File: src/rtl/ddr_test_pkg.sv
// Shared definitions for the DDR read/write traffic generator.
// State encoding, pattern-generator constants and counter width.
package ddr_test_pkg;

  localparam int unsigned CNT_W = 16;

  // Right-shifting Fibonacci form of x^16+x^14+x^13+x^11+1:
  // the feedback bit is the XOR of register bits 0, 2, 3 and 5.
  localparam logic [15:0] LFSR_TAPS = 16'h002D;

  typedef enum logic [2:0] {
    ST_IDLE,
    ST_RST,
    ST_WRITE,
    ST_WAIT,
    ST_READ,
    ST_DONE
  } state_e;

  function automatic logic [15:0] lfsr_next(input logic [15:0] w);
    return {^(w & LFSR_TAPS), w[15:1]};
  endfunction

endpackage

File: src/rtl/ddr_pattern_gen.sv
// Deterministic 16-bit pattern source shared by the writer and the checker.
// DDR_TEST_LFSR_EN selects a 16-bit Fibonacci LFSR; otherwise an
// incrementing counter starting at SEED.
module ddr_pattern_gen
  import ddr_test_pkg::*;
#(
  parameter logic [15:0] SEED = 16'h0001
) (
  input  logic        clk,
  input  logic        rst_n,
  input  logic        clr,
  input  logic        adv,
  output logic [15:0] word
);

  logic [15:0] word_q, word_d;

  // Next pattern word: reload on clr, step on adv.
  always_comb begin
    word_d = word_q;
    if (clr) begin
      word_d = SEED;
    end else if (adv) begin
`ifdef DDR_TEST_LFSR_EN
      word_d = lfsr_next(word_q);
`else
      word_d = word_q + 16'd1;
`endif
    end
  end

  // Pattern register.
  always_ff @(posedge clk or negedge rst_n) begin
    if (!rst_n) word_q <= SEED;
    else        word_q <= word_d;
  end

  assign word = word_q;

endmodule

File: src/rtl/ddr_rw_test_gen.sv
// DDR traffic generator/checker placed upstream of axi_ddr_ctrl.
// Writes TOTAL_WORDS pattern words, waits, reads them back and compares.
// Optional macro DDR_TEST_LFSR_EN selects the LFSR pattern (see
// ddr_pattern_gen).
module ddr_rw_test_gen
  import ddr_test_pkg::*;
#(
  parameter logic [29:0] BEG_ADDR    = 30'd0,
  parameter int unsigned TOTAL_WORDS = 4096,
  parameter logic [7:0]  BURST_LEN   = 8'd31,
  parameter int unsigned RST_CYC     = 16,
  parameter int unsigned WAIT_CYC    = 1024,
  parameter logic [15:0] SEED        = 16'h0001
) (
  input  logic        clk,
  input  logic        rst_n,
  input  logic        start,
  output logic        wr_rst,
  output logic        rd_rst,
  output logic [29:0] wr_beg_addr,
  output logic [29:0] wr_end_addr,
  output logic [7:0]  wr_burst_len,
  output logic [29:0] rd_beg_addr,
  output logic [29:0] rd_end_addr,
  output logic [7:0]  rd_burst_len,
  output logic        wr_en,
  output logic [15:0] wr_data,
  output logic        rd_mem_enable,
  output logic        rd_en,
  input  logic [15:0] rd_data,
  input  logic        rd_valid,
  output logic        busy,
  output logic        done,
  output logic        pass,
  output logic [15:0] err_cnt,
  output logic [15:0] first_err_idx
);

  localparam logic [29:0]      END_ADDR  = 30'(BEG_ADDR + 30'(TOTAL_WORDS * 2));
  localparam logic [CNT_W-1:0] TOTAL_W   = CNT_W'(TOTAL_WORDS);
  localparam logic [CNT_W-1:0] WORD_LAST = CNT_W'(TOTAL_WORDS - 1);
  localparam logic [CNT_W-1:0] RST_LAST  = CNT_W'(RST_CYC - 1);
  localparam logic [CNT_W-1:0] WAIT_LAST = CNT_W'(WAIT_CYC - 1);

  state_e           state_q, state_d;
  logic [CNT_W-1:0] cnt_q, cnt_d;
  logic [CNT_W-1:0] issued_q, issued_d;
  logic [CNT_W-1:0] checked_q, checked_d;
  logic [15:0]      err_q, err_d;
  logic [15:0]      first_q, first_d;
  logic             rd_en_q;
  logic             gen_clr, wgen_adv, cgen_adv;
  logic [15:0]      wgen_word, cgen_word;

  ddr_pattern_gen #(.SEED(SEED)) u_wr_gen (
    .clk  (clk),
    .rst_n(rst_n),
    .clr  (gen_clr),
    .adv  (wgen_adv),
    .word (wgen_word)
  );

  ddr_pattern_gen #(.SEED(SEED)) u_chk_gen (
    .clk  (clk),
    .rst_n(rst_n),
    .clr  (gen_clr),
    .adv  (cgen_adv),
    .word (cgen_word)
  );

  // Sequencing, read issue and compare bookkeeping.
  always_comb begin
    state_d   = state_q;
    cnt_d     = cnt_q;
    issued_d  = issued_q;
    checked_d = checked_q;
    err_d     = err_q;
    first_d   = first_q;
    gen_clr   = 1'b0;
    wgen_adv  = 1'b0;
    cgen_adv  = 1'b0;
    rd_en     = 1'b0;
    unique case (state_q)
      ST_IDLE, ST_DONE: begin
        if (start) begin
          state_d = ST_RST;
          cnt_d   = '0;
        end
      end
      ST_RST: begin
        issued_d  = '0;
        checked_d = '0;
        err_d     = '0;
        first_d   = '0;
        gen_clr   = 1'b1;
        if (cnt_q == RST_LAST) begin
          state_d = ST_WRITE;
          cnt_d   = '0;
        end else begin
          cnt_d = cnt_q + 1'b1;
        end
      end
      ST_WRITE: begin
        wgen_adv = 1'b1;
        if (cnt_q == WORD_LAST) begin
          state_d = ST_WAIT;
          cnt_d   = '0;
        end else begin
          cnt_d = cnt_q + 1'b1;
        end
      end
      ST_WAIT: begin
        if (cnt_q == WAIT_LAST) begin
          state_d = ST_READ;
          cnt_d   = '0;
        end else begin
          cnt_d = cnt_q + 1'b1;
        end
      end
      ST_READ: begin
        rd_en = rd_valid && (issued_q < TOTAL_W);
        if (rd_en) issued_d = issued_q + 1'b1;
        // Compare is driven by the registered request, so a word already
        // requested is checked even if rd_valid drops in the same cycle.
        if (rd_en_q) begin
          cgen_adv  = 1'b1;
          checked_d = checked_q + 1'b1;
          if (rd_data != cgen_word) begin
            if (err_q != 16'hFFFF) err_d = err_q + 16'd1;
            if (err_q == 16'd0)    first_d = checked_q;
          end
          if (checked_q == WORD_LAST) state_d = ST_DONE;
        end
      end
      default: state_d = ST_IDLE;
    endcase
  end

  // State and counter registers.
  always_ff @(posedge clk or negedge rst_n) begin
    if (!rst_n) begin
      state_q   <= ST_IDLE;
      cnt_q     <= '0;
      issued_q  <= '0;
      checked_q <= '0;
      err_q     <= '0;
      first_q   <= '0;
      rd_en_q   <= 1'b0;
    end else begin
      state_q   <= state_d;
      cnt_q     <= cnt_d;
      issued_q  <= issued_d;
      checked_q <= checked_d;
      err_q     <= err_d;
      first_q   <= first_d;
      rd_en_q   <= rd_en;
    end
  end

  assign wr_rst        = (state_q == ST_IDLE) || (state_q == ST_RST);
  assign rd_rst        = wr_rst;
  assign wr_en         = (state_q == ST_WRITE);
  assign wr_data       = wgen_word;
  assign rd_mem_enable = (state_q == ST_READ) || (state_q == ST_DONE);
  assign busy          = (state_q != ST_IDLE) && (state_q != ST_DONE);
  assign done          = (state_q == ST_DONE);
  assign pass          = done && (err_q == 16'd0);
  assign err_cnt       = err_q;
  assign first_err_idx = first_q;

  assign wr_beg_addr  = BEG_ADDR;
  assign wr_end_addr  = END_ADDR;
  assign wr_burst_len = BURST_LEN;
  assign rd_beg_addr  = BEG_ADDR;
  assign rd_end_addr  = END_ADDR;
  assign rd_burst_len = BURST_LEN;

endmodule

File: config.mk
export PLATFORM = sky130hd
export DESIGN_NAME = ddr_rw_test_gen
export DESIGN_NICKNAME = d
export VERILOG_FILES = /design/src/rtl/ddr_test_pkg.sv /design/src/rtl/ddr_pattern_gen.sv /design/src/rtl/ddr_rw_test_gen.sv
export SDC_FILE = /design/constraint.sdc
export NUM_CORES = 1
export LEC_CHECK = 0
export ABC_AREA = 0
export CAP_MARGIN = 20
export CELL_PAD_IN_SITES_DETAIL_PLACEMENT = 2
export CELL_PAD_IN_SITES_GLOBAL_PLACEMENT = 2
export CORE_MARGIN = 3
export CORE_UTILIZATION = 25
export DETAILED_ROUTE_END_ITERATION = 6
export PLACE_DENSITY_LB_ADDON = 0.1
export REMOVE_ABC_BUFFERS = 1
export SYNTH_ARGS = -nofsm -noshare
export SYNTH_HDL_FRONTEND = slang
export SYNTH_SLANG_ARGS = --single-unit
File: constraint.sdc
create_clock -name clk -period 1.9 [get_ports clk]
set_input_delay 0.19 -clock clk [delete_from_list [all_inputs] [get_ports clk]]
set_output_delay 0.19 -clock clk [all_outputs]
set_load 0.02 [all_outputs]
==> metrics list, run 1 <==
- The share of total power dissipated in sequential elements is 26.9%.
- The repair_antennas step left the layout with diodes totalling 0.
* Reported max-cap violation count: 0
* First-pass GRT wire length: 36260 µm
- Max clock buf depth: 2
- Final setup slack of the worst path: -0.1766 ns
* Worst Setup Start Kind: flip-flop
- Setup violations remaining at the end of the flow were counted as 51.
* Last weighted congestion value of the routability-driven placer: 0.7480
- Summing over every cut layer, the via total after detailed routing is 5966.
* Depth of the worst register-to-register path: 6
* Flops & latches, synth: 116
* Floorplan die area: 0.03033 mm²
* Internal portion of total power: 6.545 mW
- The design draws 10.45 mW.
- Total number of yosys warnings: 0
* Number of DRC markers after the initial detailed-route iteration: 231
- Number of pins with negative max-slew slack in the final report: 0
- F_max: 481.6 MHz
- Fraction of final layout cells sized beyond drive strength 1: 29.33%
* Starting density of the core: 25.79%
* Critical path launch point: cnt_q[13]
- Reg2Reg Launch Point: cnt_q[13]
- For this design the ratio of total power to cell area is 1042 mW/mm².
- Class of the tightest hold or removal check: in2async
- Clock latency of the later-clocked register in the worst-skew pair: 0.42 ns
* Post-synth design cell area: 0.007068 mm²
- Relative to the synthesized area, the layout overhead comes to 41.90%.
- The die is 174.1 µm wide.
* Data arrival time of the critical path: 2.38 ns
* Detailed Routing Iterations Pass 1: 4
- Peak ir drop on the vdd network: 0.0005909 V
- After filler insertion, the fill cell instance count of the layout stands at 2972.
- In this run the biggest area consumer among cell types represents 40.36% of the synthesized area.
- Number of antenna violations at the first check in global routing: 0
- The share of total power dissipated in combinational logic is 42.1%.
- EDFF count, synth: 0
- Summed over all instances, the cell type with the most area after synthesis is sky130_fd_sc_hd__dfrtp_1.
- Critical R2R Capture: cnt_q[4]
* Average vias per placed instance: 4.374
- Critical path type: reg2reg
- Buffer type at the clock tree root: sky130_fd_sc_hd__clkbuf_16
* DRC violations left: 0
* Largest driver fanout on the critical path: 5
- Core box area: 0.02740 mm²
- Global route total overflow: 0
- Synth async-reset ratio: 100.0%
- The final layout contains 1006 nets.
- Global routing consumed, over all layers together, 14.82% of the routing resources.
- Of the total power, the clock network draws 31.0%.
- In this run the static leakage power is 4.746 nW.
* Endpoint class of the critical path: flip-flop
- Tcrit/Tclk final: 109.3%
- For this run, the register share of the synthesized area comes to 41.10%.
- The final number of hold-violating endpoints came to 0.
- Buffers placed on the I/O ports in this run total 75.
- Maximum number of pins on one net before global-route repair: 50
- Placed Cells incl. Taps: 1289
- In this run the cell area measured after placement is 0.008377 mm².
- Cell types occupying the most area after synthesis: sky130_fd_sc_hd__dfrtp_1 40%, sky130_fd_sc_hd__buf_4 15%, sky130_fd_sc_hd__nand2_1 4.1%
- Data required time of the worst path: 2.21 ns
- Counting the buffers created by CTS gives 17.
- Non-filler cells in the finished layout: 1364
- Number of distinct library cells after synthesis: 57
- The routed design could run at a clock period as short as 2.077 ns.
* Top Ports: 212
- Summing all non-filler instances in the final layout gives an area of 0.01003 mm².
- Switching share of power: 37.35%
- TritonCTS built the clock tree.
- Height of the chip: 174.1 µm
- Post-Route Skew: 0.008749 ns
- Setup repair after global routing could not meet its margin everywhere.
* Failing checks: negative setup slack
- Clock-pin slew was measured on the worst setup and hold paths at 0.06 ns.
* Synthesized area per cell: 9.144 µm²
- For this design the total switching power over the nets is 3.902 mW.
* Total wire length: 22660 µm
- In the synthesized netlist the dominant register cell turns out to be sky130_fd_sc_hd__dfrtp_1.
- In this run the number of H-tree levels came out at 4.
- Synthesis produced 773 cells.
- Number of global-route vias before repair: 6711
- Number of placement rows: 60
- HPWL Detailed: 15480 µm
- In this run the worst setup path terminates at cnt_q[4].
* Status: complete, but fails checks
- Across all register-to-register paths, the minimum setup slack is -0.18 ns.
- In this run the remaining antenna-violating nets after routing total 0.
* Total clock sinks: 116
- Per-cell routed wire length: 16.61 µm
## synthesized netlist by cell type (all sizes together) (4+ instances only)
| cell | instances |
|---|---|
| nand3 | 36 |
| nand4 | 22 |
| inv | 24 |
| a21oi | 26 |
| nor3 | 14 |
| a22o | 4 |
| nor2 | 59 |
| nand2 | 78 |
| xnor2 | 28 |
| and2 | 4 |
| nor3b | 4 |
| and3 | 23 |
| buf | 152 |
| a31oi | 7 |
| o21ai | 35 |
| a21o | 5 |
| dfrtp | 114 |
| or4 | 8 |
| or3 | 13 |
| ha | 7 |
| o31ai | 4 |
| and4 | 7 |
| nor4 | 5 |
| clkbuf | 15 |
| mux2i | 29 |
| xor2 | 28 |
## what timing repair did
item,in CTS,in global routing
endpoints found under the hold margin,22,0
endpoints found under the setup margin,85,84
hold buffers,1,0
gates resized for setup,158,63
setup buffers,23,18
gates cloned,6,0
pin swaps,46,41
## critical path, stage by stage, from the launching register on
cell                      delay, ns
sky130_fd_sc_hd__dfrtp_1       0.39
sky130_fd_sc_hd__or4_4         0.57
sky130_fd_sc_hd__nor3_4        0.17
sky130_fd_sc_hd__a21o_1        0.23
sky130_fd_sc_hd__nand3_4       0.17
sky130_fd_sc_hd__and3_4        0.19
sky130_fd_sc_hd__a221o_1       0.25
## cell families after synthesis
logic type | after synthesis | synth area share [%]
xor gates and xnor gates | 56 | 6.939
DFF | 116 | 41.10
other | 2 | 0.1063
muxes | 30 | 4.266
buffers and inverters | 191 | 18.41
adders and majority gates | 7 | 1.239
AOI/OAI and AO/OA | 88 | 7.400
and+or+nand+nor | 283 | 20.53
## flip-flops by register name, indices dropped and copies added (netlist names)
signal,cells
checked_q,16
cnt_q,16
err_cnt,16
first_err_idx,16
issued_q,16
rd_en_q,1
state_q,3
u_chk_gen.word,16
u_wr_gen.word,16
## cell usage in the layout, fill, tap and decap left out, types with 7 or more instances in the layout
master / netlist / final
sky130_fd_sc_hd__conb_1: 2 / 136
sky130_fd_sc_hd__buf_4: 140 / 119
sky130_fd_sc_hd__dfrtp_1: 114 / 111
sky130_fd_sc_hd__nand2_1: 78 / 74
sky130_fd_sc_hd__clkdlybuf4s50_1: 0 / 63
sky130_fd_sc_hd__nor2_1: 58 / 54
sky130_fd_sc_hd__mux2i_1: 29 / 29
sky130_fd_sc_hd__nand3_1: 36 / 28
sky130_fd_sc_hd__xor2_1: 28 / 27
sky130_fd_sc_hd__xnor2_1: 28 / 26
sky130_fd_sc_hd__nand4_1: 22 / 22
sky130_fd_sc_hd__inv_1: 24 / 22
sky130_fd_sc_hd__buf_6: 5 / 18
sky130_fd_sc_hd__clkbuf_16: 0 / 17
sky130_fd_sc_hd__and3_1: 21 / 14
sky130_fd_sc_hd__o21ai_1: 1 / 14
sky130_fd_sc_hd__a21oi_2: 0 / 13
sky130_fd_sc_hd__o21ai_2: 0 / 12
sky130_fd_sc_hd__a21oi_1: 26 / 10
sky130_fd_sc_hd__and3_4: 1 / 8
sky130_fd_sc_hd__nor3_1: 14 / 8
sky130_fd_sc_hd__or3_1: 7 / 7
sky130_fd_sc_hd__o21ai_0: 34 / 7
## power groups by stage
stage	combinational (mW)	clock, mW	sequential (mW)
global placement	2.90	0	2.82
CTS	4.16	3.33	2.79
global route	4.77	3.47	2.84
floorplan	1.46	0	2.91
detailed placement	3.03	0	2.83
finish	4.40	3.24	2.81
## stage by stage
stage	util [%]	hold slack (ns)	setup slack, ns	TNS [ns]
5_1_grt	36.60	0.2522	-0.2746	-10.87
2_1_floorplan	-	-0.1056	-1.183	-59.98
3_3_place_gp	30.57	0.1330	-0.5912	-20.25
6_report	36.60	0.2271	-0.1766	-5.180
4_1_cts	35.27	0.2268	-0.2085	-5.946
3_5_place_dp	30.57	0.1330	-0.7644	-28.05
## routing by layer
layer	GRT usage [%]	up-vias	share of wire [%]
li1	-	2771	-
met1	17.81	3003	42
met2	26.57	172	52
met3	2.927	20	4.4
met4	4.692	0	1.3
met5	0	-	0
## worst min-delay path by stage
stage          start           endpoint  slack [ns]  cells after the start
3_3_place_gp   rst_n  u_wr_gen.word[10]        0.13                      1
6_report       rst_n  u_wr_gen.word[10]        0.23                      2
4_1_cts        rst_n  u_wr_gen.word[10]        0.23                      2
5_1_grt        rst_n  u_wr_gen.word[10]        0.25                      2
2_1_floorplan  rst_n       checked_q[0]       -0.11                      0
3_5_place_dp   rst_n  u_wr_gen.word[10]        0.13                      1
## final cells by class
class	instances	area [µm²]	share of cell area, %
clock buffer	18	429.2	4.279
clock inverter	14	153.9	1.534
multi-input combinational	601	3935	39.23
inverter	24	90.09	0.8982
sequential	116	2909	29.00
timing repair buffer	219	2047	20.41
tap	372	465.4	4.641
Power figures use the tool's default switching activity.
==> run 2: changes to the inputs <==
--- a/config.mk
+++ b/config.mk
@@ -12,6 +12,7 @@
 export CORE_MARGIN = 3
 export CORE_UTILIZATION = 25
 export DETAILED_ROUTE_END_ITERATION = 6
+export GPL_TIMING_DRIVEN = 0
 export PLACE_DENSITY_LB_ADDON = 0.1
 export REMOVE_ABC_BUFFERS = 1
 export SYNTH_ARGS = -nofsm -noshare
==> metrics list, run 2 (same netlist as run 1, synthesis figures left out) <==
- Status: complete, but fails checks
- The final reports fail on negative setup slack.
- The period utilization is 113.1% (+3.8 points).
- Vias after detailed routing: 5894 (-1.2%)
- The critical path data required time was 2.19 ns (-0.02 ns).
- The worst reg-to-reg path cell count is 7 (+1).
* Time the worst path needs with I/O delays and setup: 2.149 ns (+0.07192 ns)
- The worst-case vdd ir drop came to 0.0006694 V (+13%).
* Area after detailed placement: 0.007696 mm² (-8.1%)
- Final setup slack of the worst path: -0.2485 ns (-0.07192 ns)
- The half-perimeter wire length of the detailed placement result is 13830 µm (-11%).
- The routed length per instance is 17.44 µm (+5.0%).
- STA classifies the critical path startpoint as a flip-flop.
- The number of antenna violations at the first check in global routing came to 0 (unchanged).
- Most congested layer reported by global routing: met2
* Critical R2R Capture: cnt_q[6]
- Worst-path clk slew: 0.06 ns (about the same)
- The aggregate global routing overflow was 0 (unchanged).
- The met2 usage in global routing was 25.92% (-0.65 points).
* Clock tree from TritonCTS: done
- The met3 usage in global routing was 2.599% (-0.33 points).
- The number of optimization iterations in the first detailed-route pass came to 4 (unchanged).
- The highest fanout seen on the critical path is 5 (unchanged).
- Maximum number of pins on one net before global-route repair: 74 (+48%)
- The DRC violation count after routing is 0 (unchanged).
- The die width came to 174.1 µm (unchanged).
- Leaving out fill and tap cells, the most frequent cell in the layout is sky130_fd_sc_hd__conb_1.
* Last weighted congestion value of the routability-driven placer: 0.7480 (unchanged)
- Number of DRC markers after the initial detailed-route iteration: 219 (-5.2%)
* Power per Cell Area: 1117 mW/mm² (+7.2%)
- Class of the tightest hold or removal check: in2async
* Floorplan die area: 0.03033 mm² (unchanged)
- The static power due to leakage is 4.569 nW (-3.7%).
- The critical path is of the reg2reg type.
- The number of maximum-capacitance violations was 0 (unchanged).
* Buffer type at the clock tree root: sky130_fd_sc_hd__clkbuf_16
- Final hold slack: 0.2656 ns (+0.03856 ns)
- Starting density of the core: 25.79% (unchanged)
- In this run the critical register-to-register path is launched from cnt_q[12].
* First-pass GRT wire length: 35990 µm (-0.74%)
* Fraction of final layout cells sized beyond drive strength 1: 29.60% (+0.27 points)
- The mean number of vias per cell is 4.438 (+1.5%).
- The number of global-route vias before repair is 6484 (-3.4%).
* Data arrival time of the critical path: 2.44 ns (+0.06 ns)
* F_max: 465.4 MHz (-3.3%)
* Post-layout net count: 970 (-3.6%)
- The slack of the worst reg-to-reg path is -0.25 ns (-0.07 ns).
- Measured against its own limit, the worst slew margin works out to 55.27%.
- The antenna violation net count after detailed routing is 0 (unchanged).
- The clock latency on the worst-skew pair was 0.42 ns (about the same).
- The site row count is 60 (unchanged).
* Worst-margin pin slew: 0.6662 ns
- Global Route Usage Sum: 14.71% (-0.11 points)
- Non-Filler Cell Area, Final: 0.01000 mm² (-0.26%)
* Number of hold violations in the final report: 0 (unchanged)
* CTS H-tree depth: 4 (unchanged)
- Total wire length: 23160 µm (+2.2%)
* Height of the chip: 174.1 µm (unchanged)
* Post-Route Skew: 0.01101 ns (+0.002265 ns)
- Inserted Clock Buffers: 17 (unchanged)
* Number of buffer cells added on primary ports: 75 (unchanged)
* Top Ports: 212 (unchanged)
- The TritonCTS sink count was 116 (unchanged).
* Accumulated negative setup slack: -7.694 ns (-2.514 ns)
- Core box area: 0.02740 mm² (unchanged)
- Max clock buf depth: 2 (unchanged)
- The final setup violation count came to 61 (+20%).
- The area growth from synthesis to layout is 41.53%.
- Leading cell types in the layout, fill and taps excluded: 136 x sky130_fd_sc_hd__conb_1, 103 x sky130_fd_sc_hd__dfrtp_1, 72 x sky130_fd_sc_hd__nand2_1, 66 x sky130_fd_sc_hd__clkdlybuf4s50_1, 66 x sky130_fd_sc_hd__buf_4
- Antenna Diode Count: 0 (unchanged)
- Endpoint class of the critical path: flip-flop
- The setup slack after placement was -1.388 ns (-0.6237 ns).
* Global Route met1 Usage: 18.21% (+0.40 points)
- The number of pins exceeding their max-slew limit in the final report was 0 (unchanged).
- RSZ-0062 raised after global routing: yes
run 2: changes by cell type in the layout (fill, tap and decap cells not counted), moves of 3 or more:
| cell | before | now |
|---|---|---|
| sky130_fd_sc_hd__buf_4 | 119 | 66 |
| sky130_fd_sc_hd__o21ai_1 | 14 | 8 |
| sky130_fd_sc_hd__o21ai_0 | 7 | 10 |
| sky130_fd_sc_hd__a21oi_2 | 13 | 17 |
| sky130_fd_sc_hd__o21ai_2 | 12 | 16 |
| sky130_fd_sc_hd__buf_6 | 18 | 24 |
| sky130_fd_sc_hd__clkdlybuf4s50_1 | 63 | 66 |
| sky130_fd_sc_hd__dlymetal6s2s_1 | 3 | 0 |
| sky130_fd_sc_hd__nand2_2 | 2 | 5 |
| sky130_fd_sc_hd__nand3_2 | 2 | 7 |
| sky130_fd_sc_hd__dfrtp_1 | 111 | 103 |
| sky130_fd_sc_hd__dfrtp_2 | 3 | 11 |
run 2: how the worst max path moves through the flow:
stage | start | endpoint | slack, ns | cells after the start
floorplan | state_q[0] | err_cnt[5] | -1.18 | 5
global placement | rst_n | issued_q[11] | -4.46 | 1
detailed placement | state_q[1] | cnt_q[4] | -1.39 | 5
CTS | cnt_q[9] | cnt_q[4] | -0.26 | 6
global route | cnt_q[12] | cnt_q[4] | -0.33 | 7
finish | cnt_q[12] | cnt_q[6] | -0.25 | 7
run 2: report_power, final:
| part | total [mW] | internal [mW] | leakage, nW | switching, mW |
|---|---|---|---|---|
| registers | 2.88 | 2.64 | 1.59 | 0.236 |
| logic | 4.95 | 2.32 | 2.70 | 2.63 |
| clock network | 3.34 | 2.07 | 0.285 | 1.27 |
| total | 11.2 | 7.03 | 4.57 | 4.14 |
run 2: cell type report:
type                            count  area, µm²
Fill cell                        2954      17400
Inverter                           24      90.09
Timing Repair Buffer              177       1790
Clock inverter                     15      182.7
Multi-Input combinational cell    607       4130
Clock buffer                       17      425.4
Sequential cell                   116       2919
Tap cell                          372      465.4
run 2: routing by layer:
metal	up-vias	share of wire [%]
li1	2726	-
met1	2977	44
met2	168	51
met3	23	3.8
met4	0	1.6
met5	-	0
run 2: worst max-delay path, cell delays in order, from the launching register on:
cell and delay [ns]:
sky130_fd_sc_hd__dfrtp_1 0.41, sky130_fd_sc_hd__or4_4 0.56, sky130_fd_sc_hd__nor3_4 0.18, sky130_fd_sc_hd__buf_4 0.16
sky130_fd_sc_hd__a21o_4 0.15, sky130_fd_sc_hd__and3_4 0.27, sky130_fd_sc_hd__o21ai_2 0.07, sky130_fd_sc_hd__a22o_1 0.23
run 2: per-stage QoR:
| stage | power [mW] | instances | utilization, % |
|---|---|---|---|
| after detailed placement | 5.490 | 1192 | 28.09 |
| after global routing | 11.74 | 1328 | 36.51 |
| final | 11.17 | 1328 | 36.51 |
| after CTS | 10.59 | 1296 | 34.61 |
| after floorplan | 4.368 | 740 | - |
| after global placement | 5.223 | 1187 | 27.65 |
run 2: what timing repair did:
item,in CTS,in global routing
gates cloned,8,1
endpoints found under the setup margin,112,93
gates resized for setup,176,71
endpoints found under the hold margin,42,0
pin swaps,65,37
buffers inserted,63,32
hold buffers,1,0
==> run 3: changes to the inputs <==
--- a/config.mk
+++ b/config.mk
@@ -10,10 +10,10 @@
 export CELL_PAD_IN_SITES_DETAIL_PLACEMENT = 2
 export CELL_PAD_IN_SITES_GLOBAL_PLACEMENT = 2
 export CORE_MARGIN = 3
-export CORE_UTILIZATION = 25
+export CORE_UTILIZATION = 30
 export DETAILED_ROUTE_END_ITERATION = 6
 export GPL_TIMING_DRIVEN = 0
-export PLACE_DENSITY_LB_ADDON = 0.1
+export PLACE_DENSITY = 0.95
 export REMOVE_ABC_BUFFERS = 1
 export SYNTH_ARGS = -nofsm -noshare
 export SYNTH_HDL_FRONTEND = slang
==> constraint.sdc (replaced) <==
create_clock -name clk -period 2.5 [get_ports clk]
set_input_delay 0.25 -clock clk [delete_from_list [all_inputs] [get_ports clk]]
set_output_delay 0.25 -clock clk [all_outputs]
set_load 0.02 [all_outputs]
==> metrics list, run 3 (same netlist as run 1, synthesis figures left out) <==
- The fraction of power consumed by the clock network is 39.4% (+9.5 points).
- Number of pins with negative max-slew slack in the final report: 0 (unchanged)
* Number of buffer cells added on primary ports: 75 (unchanged)
* Leading cell types in the layout, fill and taps excluded: 136 x sky130_fd_sc_hd__conb_1, 111 x sky130_fd_sc_hd__dfrtp_1, 78 x sky130_fd_sc_hd__nand2_1, 72 x sky130_fd_sc_hd__clkdlybuf4s50_1, 58 x sky130_fd_sc_hd__nor2_1
* Total wire length: 20160 µm (-13%)
* Switching share of power: 34.33% (-2.7 points)
* Number of DRC markers after the initial detailed-route iteration: 193 (-12%)
- Clock tree from TritonCTS: done
- The post-route minimum period came to 2.404 ns (+0.2554 ns).
- Starting density of the core: 30.84% (+5.0 points)
- Last weighted congestion value of the routability-driven placer: 0.7656 (+2.4%)
* Power per Cell Area: 846.5 mW/mm² (-24%)
- Compared with the post-synthesis result, the final layout area differs by 19.92%.
- F_max: 416.0 MHz (-11%)
* Max clock buf depth: 2 (unchanged)
* Post-layout net count: 877 (-9.6%)
- Height of the chip: 159.5 µm (-8.4%)
- Global Route met1 Usage: 17.87% (-0.33 points)
- In this run the most used layer during global routing was met2.
- The sequential power share came to 30.7% (+4.9 points).
- Data arrival time of the critical path: 2.75 ns (+0.31 ns)
- Detailed Routing Iterations Pass 1: 4 (unchanged)
- Endpoint class of the critical path: flip-flop
* Antenna Diode Count: 0 (unchanged)
* Worst-path clk slew: 0.06 ns (about the same)
* Fraction of final layout cells sized beyond drive strength 1: 9.270% (-20 points)
- The routed length per instance was 17.14 µm (-1.7%).
- STA classifies the critical path startpoint as a flip-flop.
- The met2 usage in global routing is 27.75% (+1.8 points).
- The area of the placeable core was 0.02292 mm² (-16%).
- DRC violations left: 0 (unchanged)
* Top Ports: 212 (unchanged)
- The final hold slack was 0.3058 ns (+0.04017 ns).
- The worst reg-to-reg path cell count came to 7 (unchanged).
* Logic gate share of total power: 29.8% (-14 points)
- The routed via count was 5477 (-7.1%).
- Average vias per placed instance: 4.657 (+4.9%)
- The area enclosed by the die boundary is 0.02544 mm² (-16%).
* Number of hold violations in the final report: 0 (unchanged)
* Leakage: 3.905 nW (-15%)
* Final total power: 7.175 mW (-36%)
- The final setup violation count came to 0 (-100%).
* Number of placement rows: 55 (-8.3%)
- The sum of negative setup slack came to 0 ns (+7.694 ns).
* Maximum number of pins on one net before global-route repair: 84 (+14%)
- The total net switching power was 2.463 mW (-40%).
* Peak ir drop on the vdd network: 0.0003644 V (-46%)
* Worst-margin pin slew: 0.8928 ns (+0.2266 ns)
- Buffer type at the clock tree root: sky130_fd_sc_hd__clkbuf_16
- Class of the tightest hold or removal check: in2async
- The antenna violation net count after detailed routing came to 0 (unchanged).
- The number of maximum-capacitance violations was 0 (unchanged).
- The share of the core filled with cells in the final layout is 36.99% (+0.48 points).
* DIE WIDTH: 159.5 µm (-8.4%)
- The critical path data required time was 2.85 ns (+0.66 ns).
- The library cell used most frequently in the layout, excluding fill and tap cells, is sky130_fd_sc_hd__conb_1.
- The minimum setup slack in the final design was 0.09611 ns (+0.3446 ns).
- The met3 usage in global routing came to 3.018% (+0.42 points).
- Worst rel slew slack: 40.48% (-15 points)
- Status: finished, final reports clean
- Critical path type: reg2reg
* Number of global-route vias before repair: 5895 (-9.1%)
- Number of antenna violations at the first check in global routing: 0 (unchanged)
* First-pass GRT wire length: 31690 µm (-12%)
- The global router's overall resource usage was 15.25% (+0.54 points).
- Global route total overflow: 0 (unchanged)
- Largest driver fanout on the critical path: 19 (+14)
- The total of fill cells in the finished design is 2532 (-14%).
* Post-Route Skew: 0.009480 ns (-0.001534 ns)
- HPWL Detailed: 13820 µm (about the same)
- The period utilization was 96.16% (-17 points).
- The number of levels in the clock H-tree came to 4 (unchanged).
* Total clock sinks: 116 (unchanged)
- The setup slack after placement was -0.7275 ns (+0.6605 ns).
- RSZ-0062 raised after global routing: no
- Inserted Clock Buffers: 17 (unchanged)
- The clock latency on the worst-skew pair is 0.42 ns (about the same).
- The internal power of the cells is 4.712 mW (-33%).
[run 3: cell count changes in the layout (fill, tap and decap cells not counted), sizes merged, moves of 2 or more]
cell,change
buf,-91
clkdlybuf4s50,+6
clkinv,-5
clkbuf,+4
bufinv,+3
clkinvlp,-3
nand3,-2
[run 3: layout make-up]
| cell class | instances | area, µm² | share of cell area (%) |
|---|---|---|---|
| Multi-Input combinational cell | 602 | 3467 | 40.91 |
| Timing Repair Buffer | 89 | 942.2 | 11.12 |
| Sequential cell | 116 | 2909 | 34.32 |
| Clock buffer | 23 | 478.0 | 5.639 |
| Inverter | 24 | 90.09 | 1.063 |
| Clock inverter | 9 | 197.7 | 2.332 |
| Tap cell | 313 | 391.6 | 4.621 |
[run 3: power by group through the flow]
stage	Clock, mW	Combinational [mW]	Sequential [mW]
after global placement	0	1.71	2.21
final	2.83	2.14	2.21
after global routing	2.99	2.33	2.23
after detailed placement	0	1.94	2.23
after floorplan	0	1.11	2.21
after CTS	2.89	2.08	2.20
[run 3: stage by stage]
step	cell area, µm²	instances
after floorplan	6360	740
after global placement	7502	1128
after detailed placement	7635	1133
after CTS	8407	1172
after global routing	8476	1176
final	8476	1176
[run 3: path summary, 6_finish.rpt]
kind,start,slack [ns],end
max in group asynchronous,rst_n,1.43,u_chk_gen.word[0]
min in group clk,u_wr_gen.word[15],0.50,u_wr_gen.word[15]
setup / recovery,state_q[1],0.1,err_cnt[5]
hold reg to reg,u_wr_gen.word[15],0.50,u_wr_gen.word[15]
setup reg to reg,state_q[1],0.1,err_cnt[5]
hold / removal,rst_n,0.31,checked_q[10]
[run 3: timing repair]
item / in CTS / in global routing
hold buffers: 1 / 0
setup endpoints to repair: 67 / 28
endpoints found under the hold margin: 33 / 0
setup buffers: 6 / 2
pin swaps: 3 / 4
gates cloned: 0 / 2
gates resized for setup: 15 / 10
[run 3: critical path, stage by stage (launching register included)]
cell,delay [ns]
sky130_fd_sc_hd__dfrtp_2,0.51
sky130_fd_sc_hd__nor3b_4,0.26
sky130_fd_sc_hd__buf_4,0.17
sky130_fd_sc_hd__buf_16,0.15
sky130_fd_sc_hd__nor2_4,0.09
sky130_fd_sc_hd__a31o_4,0.29
sky130_fd_sc_hd__or4_2,0.68
sky130_fd_sc_hd__a21oi_1,0.16
[run 3: per-layer routing]
metal / vias to the layer above / part of all wire (%)
met3: 20 / 3.5
met1: 2810 / 41
li1: 2509 / -
met2: 138 / 53
met5: - / 0
met4: 0 / 1.7
